`config.mk`:
```
export PLATFORM = sky130hd
export DESIGN_NAME = fetch_pc_sequencer
export DESIGN_NICKNAME = d
export VERILOG_FILES = /design/src/rtl/fetch_pc_pkg.sv /design/src/rtl/pc_redirect_buffer.sv /design/src/rtl/fetch_pc_sequencer.sv
export SDC_FILE = /design/constraint.sdc
export NUM_CORES = 1
export LEC_CHECK = 0
export CAP_MARGIN = 20
export CORE_ASPECT_RATIO = 1.2
export CORE_UTILIZATION = 46
export DETAILED_ROUTE_END_ITERATION = 10
export PLACE_DENSITY = 0.78
export SLEW_MARGIN = 10
export SYNTH_ARGS = -nofsm -noshare
export SYNTH_HDL_FRONTEND = slang
export SYNTH_HIERARCHICAL = 1
export SYNTH_SLANG_ARGS = --single-unit
```
`constraint.sdc`:
```
create_clock -name clk -period 2.45 [get_ports clk]
set_clock_uncertainty 0.1 [all_clocks]
set_input_delay 0.49 -clock clk [delete_from_list [all_inputs] [get_ports clk]]
set_output_delay 0.49 -clock clk [all_outputs]
set_load 0.005 [all_outputs]
```
`src/rtl/fetch_pc_pkg.sv`:
```
// Shared types and constants for the instruction-fetch PC sequencer.
package fetch_pc_pkg;

    localparam int unsigned PC_W        = 64;
    localparam int unsigned INSTR_BYTES = 4;
    localparam int unsigned FLUSH_CNT_W = 3;

    typedef enum logic [1:0] {
        BOOT  = 2'd0,
        RUN   = 2'd1,
        STALL = 2'd2,
        FLUSH = 2'd3
    } fetch_state_t;

    // Redirect targets are word aligned on load.
    function automatic logic [PC_W-1:0] align_target(input logic [PC_W-1:0] addr);
        return {addr[PC_W-1:2], 2'b00};
    endfunction

endpackage

```
`src/rtl/pc_redirect_buffer.sv`:
```
// Holds one branch target seen while fetch is stalled; newest load wins,
// clear (trap or consume) has priority over load.
module pc_redirect_buffer
    import fetch_pc_pkg::*;
(
    input  logic              clk,
    input  logic              reset,
    input  logic              load_i,
    input  logic [PC_W-1:0]   target_i,
    input  logic              clear_i,
    output logic [PC_W-1:0]   target_o,
    output logic              valid_o
);

    // Target register and pending flag.
    always_ff @(posedge clk or posedge reset) begin
        if (reset) begin
            target_o <= '0;
            valid_o  <= 1'b0;
        end else if (clear_i) begin
            valid_o  <= 1'b0;
        end else if (load_i) begin
            target_o <= target_i;
            valid_o  <= 1'b1;
        end
    end

endmodule

```
`src/rtl/fetch_pc_sequencer.sv`:
```
// Instruction-fetch PC sequencer: boot, +4 fetch, stall hold, branch/trap
// redirects with a FLUSH_CYCLES-long flush window.
// Optional macro PC_BOUND_WRAP_EN: sequential increments reaching IMEM_BYTES
// reload RESET_PC (redirect targets are never wrapped).
module fetch_pc_sequencer
    import fetch_pc_pkg::*;
#(
    parameter logic [63:0] RESET_PC     = 64'd0,
    parameter int unsigned FLUSH_CYCLES = 2,
    parameter int unsigned IMEM_BYTES   = 64
) (
    input  logic        clk,
    input  logic        reset,
    input  logic        stall_i,
    input  logic        branch_taken_i,
    input  logic [63:0] branch_target_i,
    input  logic        trap_valid_i,
    input  logic [63:0] trap_vector_i,
    output logic [63:0] pc_o,
    output logic        fetch_valid_o,
    output logic        flush_o,
    output logic        redirect_pending_o
);

    // Reject parameter values the counter or memory map cannot represent.
    if (FLUSH_CYCLES < 1 || FLUSH_CYCLES > 7 || IMEM_BYTES < INSTR_BYTES) begin : g_bad_params
        $error("fetch_pc_sequencer: FLUSH_CYCLES must be 1..7 and IMEM_BYTES >= 4");
    end

    localparam logic [FLUSH_CNT_W-1:0] FLUSH_RELOAD = FLUSH_CNT_W'(FLUSH_CYCLES - 1);

    fetch_state_t           state_q, state_d;
    logic [PC_W-1:0]        pc_d;
    logic                   fetch_valid_d;
    logic                   flush_d;
    logic [FLUSH_CNT_W-1:0] cnt_q, cnt_d;
    logic [PC_W-1:0]        pc_inc;
    logic                   redirect;
    logic [PC_W-1:0]        redirect_target;
    logic                   buf_load;
    logic                   buf_clear;
    logic [PC_W-1:0]        buf_target;

    pc_redirect_buffer u_redirect_buffer (
        .clk      (clk),
        .reset    (reset),
        .load_i   (buf_load),
        .target_i (branch_target_i),
        .clear_i  (buf_clear),
        .target_o (buf_target),
        .valid_o  (redirect_pending_o)
    );

    // Sequential next fetch address.
    always_comb begin
        pc_inc = pc_o + PC_W'(INSTR_BYTES);
`ifdef PC_BOUND_WRAP_EN
        if (pc_inc >= PC_W'(IMEM_BYTES)) begin
            pc_inc = RESET_PC;
        end
`endif
    end

    // Next-state, next-PC and flush-window control.
    always_comb begin
        state_d         = state_q;
        pc_d            = pc_o;
        fetch_valid_d   = fetch_valid_o;
        flush_d         = flush_o;
        cnt_d           = cnt_q;
        redirect        = 1'b0;
        redirect_target = '0;
        buf_load        = 1'b0;
        buf_clear       = 1'b0;

        case (state_q)
            BOOT: begin
                fetch_valid_d = 1'b1;
                state_d       = RUN;
            end
            RUN: begin
                if (trap_valid_i) begin
                    redirect        = 1'b1;
                    redirect_target = trap_vector_i;
                end else if (branch_taken_i) begin
                    redirect        = 1'b1;
                    redirect_target = branch_target_i;
                end else if (stall_i) begin
                    state_d = STALL;
                end else begin
                    pc_d = pc_inc;
                end
            end
            STALL: begin
                if (trap_valid_i) begin
                    redirect        = 1'b1;
                    redirect_target = trap_vector_i;
                    buf_clear       = 1'b1;
                end else if (stall_i) begin
                    buf_load = branch_taken_i;
                end else if (branch_taken_i) begin
                    // Branch on the release cycle is newer than anything buffered.
                    redirect        = 1'b1;
                    redirect_target = branch_target_i;
                    buf_clear       = 1'b1;
                end else if (redirect_pending_o) begin
                    redirect        = 1'b1;
                    redirect_target = buf_target;
                    buf_clear       = 1'b1;
                end else begin
                    state_d = RUN;
                    pc_d    = pc_inc;
                end
            end
            FLUSH: begin
                if (trap_valid_i) begin
                    redirect        = 1'b1;
                    redirect_target = trap_vector_i;
                end else if (cnt_q == '0) begin
                    flush_d       = 1'b0;
                    fetch_valid_d = 1'b1;
                    state_d       = RUN;
                    pc_d          = pc_inc;
                end else begin
                    cnt_d = cnt_q - FLUSH_CNT_W'(1);
                    pc_d  = pc_inc;
                end
            end
            default: begin
                state_d = BOOT;
            end
        endcase

        // Every redirect opens a fresh flush window.
        if (redirect) begin
            pc_d          = align_target(redirect_target);
            state_d       = FLUSH;
            flush_d       = 1'b1;
            fetch_valid_d = 1'b0;
            cnt_d         = FLUSH_RELOAD;
        end
    end

    // State and registered outputs.
    always_ff @(posedge clk or posedge reset) begin
        if (reset) begin
            state_q       <= BOOT;
            pc_o          <= RESET_PC;
            fetch_valid_o <= 1'b0;
            flush_o       <= 1'b0;
            cnt_q         <= '0;
        end else begin
            state_q       <= state_d;
            pc_o          <= pc_d;
            fetch_valid_o <= fetch_valid_d;
            flush_o       <= flush_d;
            cnt_q         <= cnt_d;
        end
    end

endmodule

```
==> impl_results.md, run 1 <==
* Fin. max-slew vios at 0
* Pwr per Cell Area at 961 nW/um^2
* CTS Buffer Depth at 2
* Die H at 149 um
* I/O Buffers at 193
* Total CTS buffers at 17
* Clock power frac at 23.6%
* Post-Synthesis Cells at 853
* First-pass GRT wire length at 43800 um
* Post-route ant nets at 0
* Combinational fraction of design power at 41.0%
* H-tree depth at 4
* Core area at 17600 um^2
* Initial Utilization at 47.0%
* Max IR drop VDD at 0.000544 V
* Critical Path RT at 2.62 ns
* Area Growth Syn to Fin at 42.1%
* Final min period at 2.35 ns
* Layout net count at 1260
* Crit-path cells: ha_1 > nand3_1 > nor4_4 > nand2_2 > nor4_1 > xnor2_1 > o21ai_0
* Io pins at 200
* Critical Path AT at 2.51 ns
* Sw Pwr at 3.84 mW
* Clock latency on the worst-skew pair at 0.43 ns
* HPWL after detailed placement at 21600 um
* Flop pwr share at 35.4%
* Outcome: finished clean
* Final Instance Area at 11700 um^2
* Final setup viols at 0
* Slew headroom at 52.8%
* Drt drc at 0
* Iter 0 DRT Violations at 812
* Final Hold Fails at 0
* Power after layout at 11.3 mW
* Crit share post-route at 95.7%
* Area after DPL at 11100 um^2
* Max-Cap Viols at 0
* Worst setup margin at 0.104 ns
* Mean area per synthesized cell at 9.69 um^2
* Slowest cell on crit path: nor4_1
* CP max FO at 6
* Grt total ovfl at 0
* First-pass iteration count of the detailed router at 6
* Post-Place Cells at 1323
* CTS tree: built
* Worst setup EP type: flop
* Die W at 124 um
* Slew of the pin with the lowest slew margin at 0.701 ns
* RSZ-0062 raised after global routing: no
* Hold Buf Count CTS at 0
* Die footprint at 18500 um^2
* Sw frac at 34.0%
* Filler instances at 1312
* Kind of critical path: reg -> reg
* Largest net degree at the start of global routing at 70
* Cell internal pwr at 7.45 mW
* Cell Area, Synth at 8260 um^2
* Hold crit path type: in -> async
* Vias at 8361
* Post-detailed-route wirelength per cell at 21.2 um
* Drt total wl at 28700 um
* Vias/cell at 6.16
* F_max at 0.426 GHz
* Slowest stage delay, CP at 0.45 ns
* Initial antenna violation count at 0
* Setup slack at placement at -0.228 ns
* Leakage at 4.87 nW
* Clk Tree Root Cell: clkbuf_16
* Layout cells sized above 1 at 21.0%
* Rows at 53
* GR Util All Layers at 30.7%
* Antenna cell count at 0
* Clock Sinks at 132
* CP Launch Type: flop
* Clk pin slew, worst setup/hold paths at 0.06 ns
* RePlAce Congestion at 0.953
* Ys Warns at 6
* Vias in the first global route at 8073
* Non-Filler Instances at 1357
[power by group through the flow]
| stage | clock network (mW) | registers, mW | logic [mW] |
|---|---|---|---|
| global route | 2.76 | 4.09 | 4.94 |
| floorplan | 0 | 3.86 | 2.29 |
| CTS | 2.68 | 3.97 | 4.57 |
| finish | 2.66 | 3.99 | 4.63 |
| global placement | 0 | 3.93 | 4.43 |
| detailed placement | 0 | 3.99 | 4.53 |
[cell type report]
class	count	area (um^2)	share of cell area [%]
Clock buffer	24	492	4.19
Inverter	23	86.3	0.735
Timing Repair Buffer	311	2940	25.0
Multi-Input combinational cell	639	4530	38.5
Tap cell	220	275	2.34
Clock inverter	8	123	1.04
Sequential cell	132	3300	28.1
[registers in the layout, indices dropped and copies added, names as in the netlist]
register / count
pc_o: 62
u_redirect_buffer/target_o: 62
cnt_q: 3
state_q: 2
fetch_valid_o: 1
flush_o: 1
u_redirect_buffer/valid_o: 1
[per-layer routing]
metal / track usage [%] / vias up / routed length [um]
li1: - / 3707 / -
met1: 39.6 / 4076 / 11300
met2: 50.0 / 489 / 13900
met3: 6.13 / 89 / 2400
met4: 14.0 / 0 / 1030
met5: 0 / - / 0
[placed cells by master (no fill, tap or decap), types with 5 or more instances in the layout]
cell	count
o2bb2ai_1	7
nand4_1	19
xnor2_1	27
o221ai_1	7
a21oi_1	64
a31oi_1	8
o22ai_1	17
nor2b_1	5
a22oi_1	12
mux2_4	58
inv_1	20
clkbuf_16	17
nand2b_1	6
nor3_1	25
a211oi_1	13
nor2_1	83
clkdlybuf4s50_1	192
xor2_1	18
buf_4	108
nand2_1	42
dfrtp_1	132
o21ai_0	43
and3_1	14
a221o_1	7
nor4_1	10
o21a_1	6
buf_12	10
mux2i_1	6
and2_1	5
a221oi_1	21
nand3_1	39
a21boi_0	5
[critical path: cells and delay by family (launching register included)]
family | cells | cell delay, ns
AO/OA/AOI/OAI | 1 | 0.09
XOR/XNOR | 1 | 0.17
adder cells (fa/ha/maj) | 1 | 0.19
flip-flops | 1 | 0.35
AND/OR/NAND/NOR | 4 | 1.29
[stage by stage]
stage / setup TNS, ns / utilization [%] / hold slack (ns)
4_1_cts: 0 / 66.7 / 0.337
6_report: 0 / 66.8 / 0.343
3_5_place_dp: -16.94 / 63.2 / 0.381
5_1_grt: 0 / 66.8 / 0.382
2_1_floorplan: 0 / - / 0.370
3_3_place_gp: -14.82 / 63.2 / 0.384
[path summary, 6_finish.rpt]
kind	from	to	slack (ns)	cells after the start
max in group asynchronous	reset	u_redirect_buffer/target_o[14]	1.35	3
hold / removal	reset	u_redirect_buffer/target_o[31]	0.34	2
min in group clk	flush_o	flush_o	0.39	2
setup reg to reg	pc_o[2]	pc_o[50]	0.10	7
setup / recovery	pc_o[2]	pc_o[50]	0.10	7
hold reg to reg	flush_o	flush_o	0.39	2
[what timing repair did]
item	in CTS	in global routing
resized for setup	0	3
setup buffers	0	2
endpoints found under the setup margin	0	9
No activity file was read; power rests on OpenSTA's default activity.
==> run 2: changes to the inputs <==
--- a/config.mk
+++ b/config.mk
@@ -9,7 +9,8 @@
 export CORE_ASPECT_RATIO = 1.2
 export CORE_UTILIZATION = 46
 export DETAILED_ROUTE_END_ITERATION = 10
-export PLACE_DENSITY = 0.78
+export PLACE_DENSITY = 0.8
+export REMOVE_ABC_BUFFERS = 1
 export SLEW_MARGIN = 10
 export SYNTH_ARGS = -nofsm -noshare
 export SYNTH_HDL_FRONTEND = slang
==> run 2 against run 1 <==
Global-route usage decreased by 1.1 points. Clock-buffer cell count down 2. Sequential share of layout area rose by 0.41 points. Highest routed layer unchanged.
==> impl_results.md, run 2 (synthesized netlist as in run 1, its figures left out) <==
* Outcome: finished clean
* M1 GR Usage at 36.1%
* Vias/cell at 6.02
* Leakage at 4.76 nW
* Post-detailed-route wirelength per cell at 20.3 um
* Cell internal pwr at 7.24 mW
* Max IR drop VDD at 0.000534 V
* Area after DPL at 11000 um^2
* Grt total ovfl at 0
* F_max at 0.431 GHz
* Worst setup EP type: flop
* CP Launch Type: flop
* Critical Path End: pc_o[50]
* Rows at 53
* Clock power frac at 22.7%
* Fin. max-slew vios at 0
* Met3 usage at 6.28%
* Final Instance Area at 11600 um^2
* I/O Buffers at 193
* Iter 0 DRT Violations at 870
* R2r endpoint: pc_o[50]
* First-pass GRT wire length at 43200 um
* Drt drc at 0
* Flop pwr share at 36.6%
* Critical Path AT at 2.51 ns
* Clk pin slew, worst setup/hold paths at 0.06 ns
* First-pass iteration count of the detailed router at 5
* Fin util at 65.9%
* Initial Utilization at 47.0%
* Critical Path RT at 2.64 ns
* Combinational fraction of design power at 40.8%
* Pwr per Cell Area at 951 nW/um^2
* Total CTS buffers at 17
* Max-Cap Viols at 0
* TNS Setup at 0 ns
* Io pins at 200
* Most common cell after layout, fill and taps aside: clkdlybuf4s50_1
* HPWL after detailed placement at 19500 um
* CTS Buffer Depth at 2
* Largest regs: pc_o: 62 flops, u_redirect_buffer/target_o: 62 flops, cnt_q: 3 flops
* Fin Hold WS at 0.406 ns
* GR Util All Layers at 29.7%
* Layout cells sized above 1 at 19.3%
* Slew of the pin with the lowest slew margin at 0.788 ns
* Area Growth Syn to Fin at 40.1%
* Cell depth of the worst flop-to-flop path at 7
* GR Layer Usage met2 at 49.8%
* Vias in the first global route at 8171
* Crit share post-route at 94.7%
* Clock Sinks at 132
* Busiest grt layer: met2
* Commonest non-fill, non-tap cells in the layout: clkdlybuf4s50_1, dfrtp_1, nor2_1, buf_4, a21oi_1
* RePlAce Congestion at 0.916
* Sw frac at 34.2%
* Die footprint at 18500 um^2
* Hold Buf Count CTS at 0
* Antenna cell count at 0
* Kind of critical path: reg -> reg
* Final min period at 2.32 ns
* Non-Filler Instances at 1333
* Filler instances at 1345
* Largest net degree at the start of global routing at 70
* Setup crit start: pc_o[2]
* CP max FO at 6
* R2r startpoint: pc_o[2]
* Final Hold Fails at 0
* Sw Pwr at 3.76 mW
* Clock latency on the worst-skew pair at 0.42 ns
* Drt total wl at 27000 um
* Core area at 17600 um^2
* Post-route ant nets at 0
* Die H at 149 um
* H-tree depth at 4
* Register-to-register setup slack at 0.13 ns
* Layout net count at 1236
* Die W at 124 um
* Hold crit path type: in -> async
* Initial antenna violation count at 0
* CTS tree: built
* Final setup viols at 0
* Slew headroom at 46.6%
* Vias at 8025
* Post-Place Cells at 1300
* Clk Tree Root Cell: clkbuf_16
run 2: changes by cell type in the layout (fill, tap and decap cells not counted), sizes merged:
cell,change
buf,-23
bufinv,-1
clkbuf,-2
clkdlybuf4s50,-1
clkinv,+2
clkinvlp,+1
run 2: worst min path at each step:
stage          cells past startpoint                              to                      startpoint
3_3_place_gp                       2                         flush_o                         flush_o
6_report                           3                        pc_o[23]                           reset
3_5_place_dp                       1  u_redirect_buffer/target_o[31]  u_redirect_buffer/target_o[31]
2_1_floorplan                      2                         flush_o                         flush_o
5_1_grt                            1  u_redirect_buffer/target_o[21]  u_redirect_buffer/target_o[21]
4_1_cts                            1  u_redirect_buffer/target_o[50]  u_redirect_buffer/target_o[50]
run 2: critical path, cell delays in order (launching register included):
cell and delay [ns]:
dfrtp_1 0.35, ha_1 0.19, nand3_1 0.23, nor4_4 0.46
nand2_2 0.22, nor4_2 0.37, xnor2_1 0.16, o21ai_0 0.10
run 2: routing by layer:
layer / wire (um) / share of wire (%)
met5: 0 / 0
met4: 967 / 3.6
met3: 1810 / 6.7
met2: 13500 / 50
met1: 10700 / 40
run 2: stage by stage:
step | total power, mW | setup slack, ns
3_3_place_gp | 8.27 | -0.178
5_1_grt | 11.6 | -0.00842
3_5_place_dp | 8.41 | -0.212
2_1_floorplan | 6.03 | -1.81
6_report | 11.0 | 0.130
4_1_cts | 11.0 | 0.0630
run 2: power by group through the flow:
stage	combinational (mW)	clock [mW]	sequential (mW)
final	4.48	2.50	4.02
after global routing	4.81	2.61	4.14
after CTS	4.46	2.53	4.00
after detailed placement	4.41	0	4.01
after global placement	4.31	0	3.96
after floorplan	2.15	0	3.89
run 2: layout make-up:
type	count	area [um^2]	area share, %
Inverter	23	86.3	0.746
Multi-Input combinational cell	639	4540	39.2
Clock inverter	10	106	0.919
Clock buffer	22	464	4.01
Timing Repair Buffer	287	2800	24.2
Sequential cell	132	3300	28.5
Tap cell	220	275	2.38
run 2: what timing repair did:
action | in CTS | in global routing
endpoints found under the setup margin | 0 | 9
gates resized for setup | 0 | 4
buffers inserted | 0 | 1
==> run 3: changes to the inputs <==
--- a/config.mk
+++ b/config.mk
@@ -7,9 +7,9 @@
 export LEC_CHECK = 0
 export CAP_MARGIN = 20
 export CORE_ASPECT_RATIO = 1.2
-export CORE_UTILIZATION = 46
+export CORE_UTILIZATION = 50
 export DETAILED_ROUTE_END_ITERATION = 10
-export PLACE_DENSITY = 0.8
+export PLACE_DENSITY = 0.82
 export REMOVE_ABC_BUFFERS = 1
 export SLEW_MARGIN = 10
 export SYNTH_ARGS = -nofsm -noshare
==> constraint.sdc (replaced) <==
create_clock -name clk -period 2.85 [get_ports clk]
set_clock_uncertainty 0.1 [all_clocks]
set_input_delay 0.57 -clock clk [delete_from_list [all_inputs] [get_ports clk]]
set_output_delay 0.57 -clock clk [all_outputs]
set_load 0.005 [all_outputs]
==> run 3 against run 2 <==
Non-clock buffer count decreased by 50. Largest power group unchanged. First-iteration DRC count decreased by 26%. Largest cell class unchanged. Critical endpoint is now pc_o[46]. Core utilization increased by 2.6 points. Final cell count decreased by 4.4%. Setup slack improved by 0.20 ns. Highest routed layer unchanged.
==> impl_results.md, run 3 (synthesized netlist as in run 1, its figures left out) <==
* Outcome: finished clean
* Flop pwr share at 37.9%
* Final min period at 2.52 ns
* Worst setup EP type: flop
* Pwr per Cell Area at 835 nW/um^2
* Most common cell after layout, fill and taps aside: clkdlybuf4s50_1
* Io pins at 200
* Iter 0 DRT Violations at 646
* I/O Buffers at 193
* Initial antenna violation count at 0
* Vias/cell at 6.14
* Slew headroom at 62.0%
* Drt drc at 0
* Max IR drop VDD at 0.000543 V
* Antenna cell count at 0
* Slew of the pin with the lowest slew margin at 0.566 ns
* Post-route ant nets at 0
* Postcts setup bufs at 0
* Hold Buf Count CTS at 0
* Worst hold stages at 2
* HPWL after detailed placement at 18400 um
* Sw Pwr at 3.18 mW
* Rows at 51
* Final Hold Fails at 0
* Max-Cap Viols at 0
* Drt total wl at 25900 um
* Clk pin slew, worst setup/hold paths at 0.06 ns
* Cell depth of the worst flop-to-flop path at 6
* Die footprint at 17000 um^2
* Hold Crit Start: flush_o
* CTS tree: built
* Die H at 143 um
* RSZ-0062 raised after global routing: no
* Clock power frac at 24.0%
* R2r endpoint: pc_o[46]
* Filler instances at 1250
* Worst setup margin at 0.334 ns
* Clock Sinks at 132
* Hold crit path type: reg -> reg
* Vias at 7826
* First-pass iteration count of the detailed router at 5
* Clock latency on the worst-skew pair at 0.43 ns
* Area after DPL at 10500 um^2
* CP max FO at 6
* Power after layout at 9.26 mW
* Fin. max-slew vios at 0
* RePlAce Congestion at 0.874
* Register-to-register setup slack at 0.33 ns
* Area Growth Syn to Fin at 34.2%
* Largest regs: pc_o: 62 flops, u_redirect_buffer/target_o: 62 flops, cnt_q: 3 flops
* Core area at 16200 um^2
* Clk Tree Root Cell: clkbuf_16
* Critical Path AT at 2.74 ns
* # resized after CTS at 0
* CP Launch Type: flop
* Layout net count at 1186
* R2r startpoint: pc_o[2]
* Final Instance Area at 11100 um^2
* Hold Crit Endpoint: flush_o
* Post-detailed-route wirelength per cell at 20.3 um
* Critical Path RT at 3.08 ns
* H-tree depth at 4
* Largest net degree at the start of global routing at 56
* Leakage at 4.47 nW
* CTS Buffer Depth at 2
* F_max at 0.397 GHz
* Kind of critical path: reg -> reg
* Initial Utilization at 51.0%
* Commonest non-fill, non-tap cells in the layout: clkdlybuf4s50_1, dfrtp_1, nor2_1, a21oi_1, mux2_4
* First-pass GRT wire length at 40600 um
* Cell internal pwr at 6.08 mW
* Grt total ovfl at 0
* Layout cells sized above 1 at 15.3%
* Setup slack at placement at 0.0266 ns
* Sw frac at 34.3%
* Die W at 119 um
* GR Util All Layers at 30.9%
* Total CTS buffers at 17
* Final setup viols at 0
* Combinational fraction of design power at 38.1%
* Crit share post-route at 88.3%
* Vias in the first global route at 7915
==> run 3: changes by cell type in the layout (fill, tap and decap cells not counted), sizes merged <==
cell      previous run  this run
bufinv               2         3
clkinv               7         4
clkinvlp             1         3
clkbuf              22        21
buf                 96        46
==> run 3: power groups by stage <==
stage | Sequential, mW | Combinational [mW] | Clock (mW)
detailed placement | 3.48 | 3.47 | 0
CTS | 3.49 | 3.52 | 2.24
floorplan | 3.34 | 1.85 | 0
global placement | 3.45 | 3.39 | 0
finish | 3.51 | 3.52 | 2.22
global route | 3.62 | 3.79 | 2.32
==> run 3: per-stage QoR <==
| stage | utilization (%) | cells | hold WS (ns) | setup TNS, ns |
|---|---|---|---|---|
| 2_1_floorplan | - | 794 | 0.370 | -88.49 |
| 5_1_grt | 68.4 | 1274 | 0.421 | 0 |
| 3_5_place_dp | 64.8 | 1243 | 0.378 | 0 |
| 6_report | 68.4 | 1274 | 0.404 | 0 |
| 3_3_place_gp | 64.8 | 1243 | 0.376 | 0 |
| 4_1_cts | 68.4 | 1274 | 0.403 | 0 |
==> run 3: per-layer routing <==
layer / global-route usage, % / up-vias / wire (um)
li1: - / 3549 / -
met1: 37.3 / 3824 / 10000
met2: 52.4 / 379 / 12900
met3: 5.11 / 74 / 1790
met4: 17.4 / 0 / 1100
met5: 0 / - / 0
==> run 3: final cells by class <==
cell class	count	area, um^2	share of cell area, %
multi-input cells	639	4510	40.7
flip-flops and latches	132	3300	29.8
repair buffers	237	2340	21.1
clock buffers	21	450	4.06
well taps	212	265	2.39
clock inverters	10	133	1.20
inverters	23	86.3	0.779
==> run 3: critical path, cell delays in order, from the launching register on <==
cell	delay [ns]
dfrtp_1	0.44
ha_1	0.21
nand3_1	0.22
nor4_1	0.32
nand4_1	0.33
or4_1	0.51
a311oi_1	0.28
==> run 3: worst max-delay path by stage <==
stage	cells after the start	slack [ns]	from	endpoint
finish	6	0.33	pc_o[2]	pc_o[46]
global route	7	0.23	pc_o[29]	pc_o[37]
CTS	6	0.35	pc_o[2]	pc_o[46]
detailed placement	6	0.03	stall_i	u_redirect_buffer/target_o[50]
global placement	6	0.06	stall_i	u_redirect_buffer/target_o[50]
floorplan	6	-1.45	stall_i	pc_o[46]
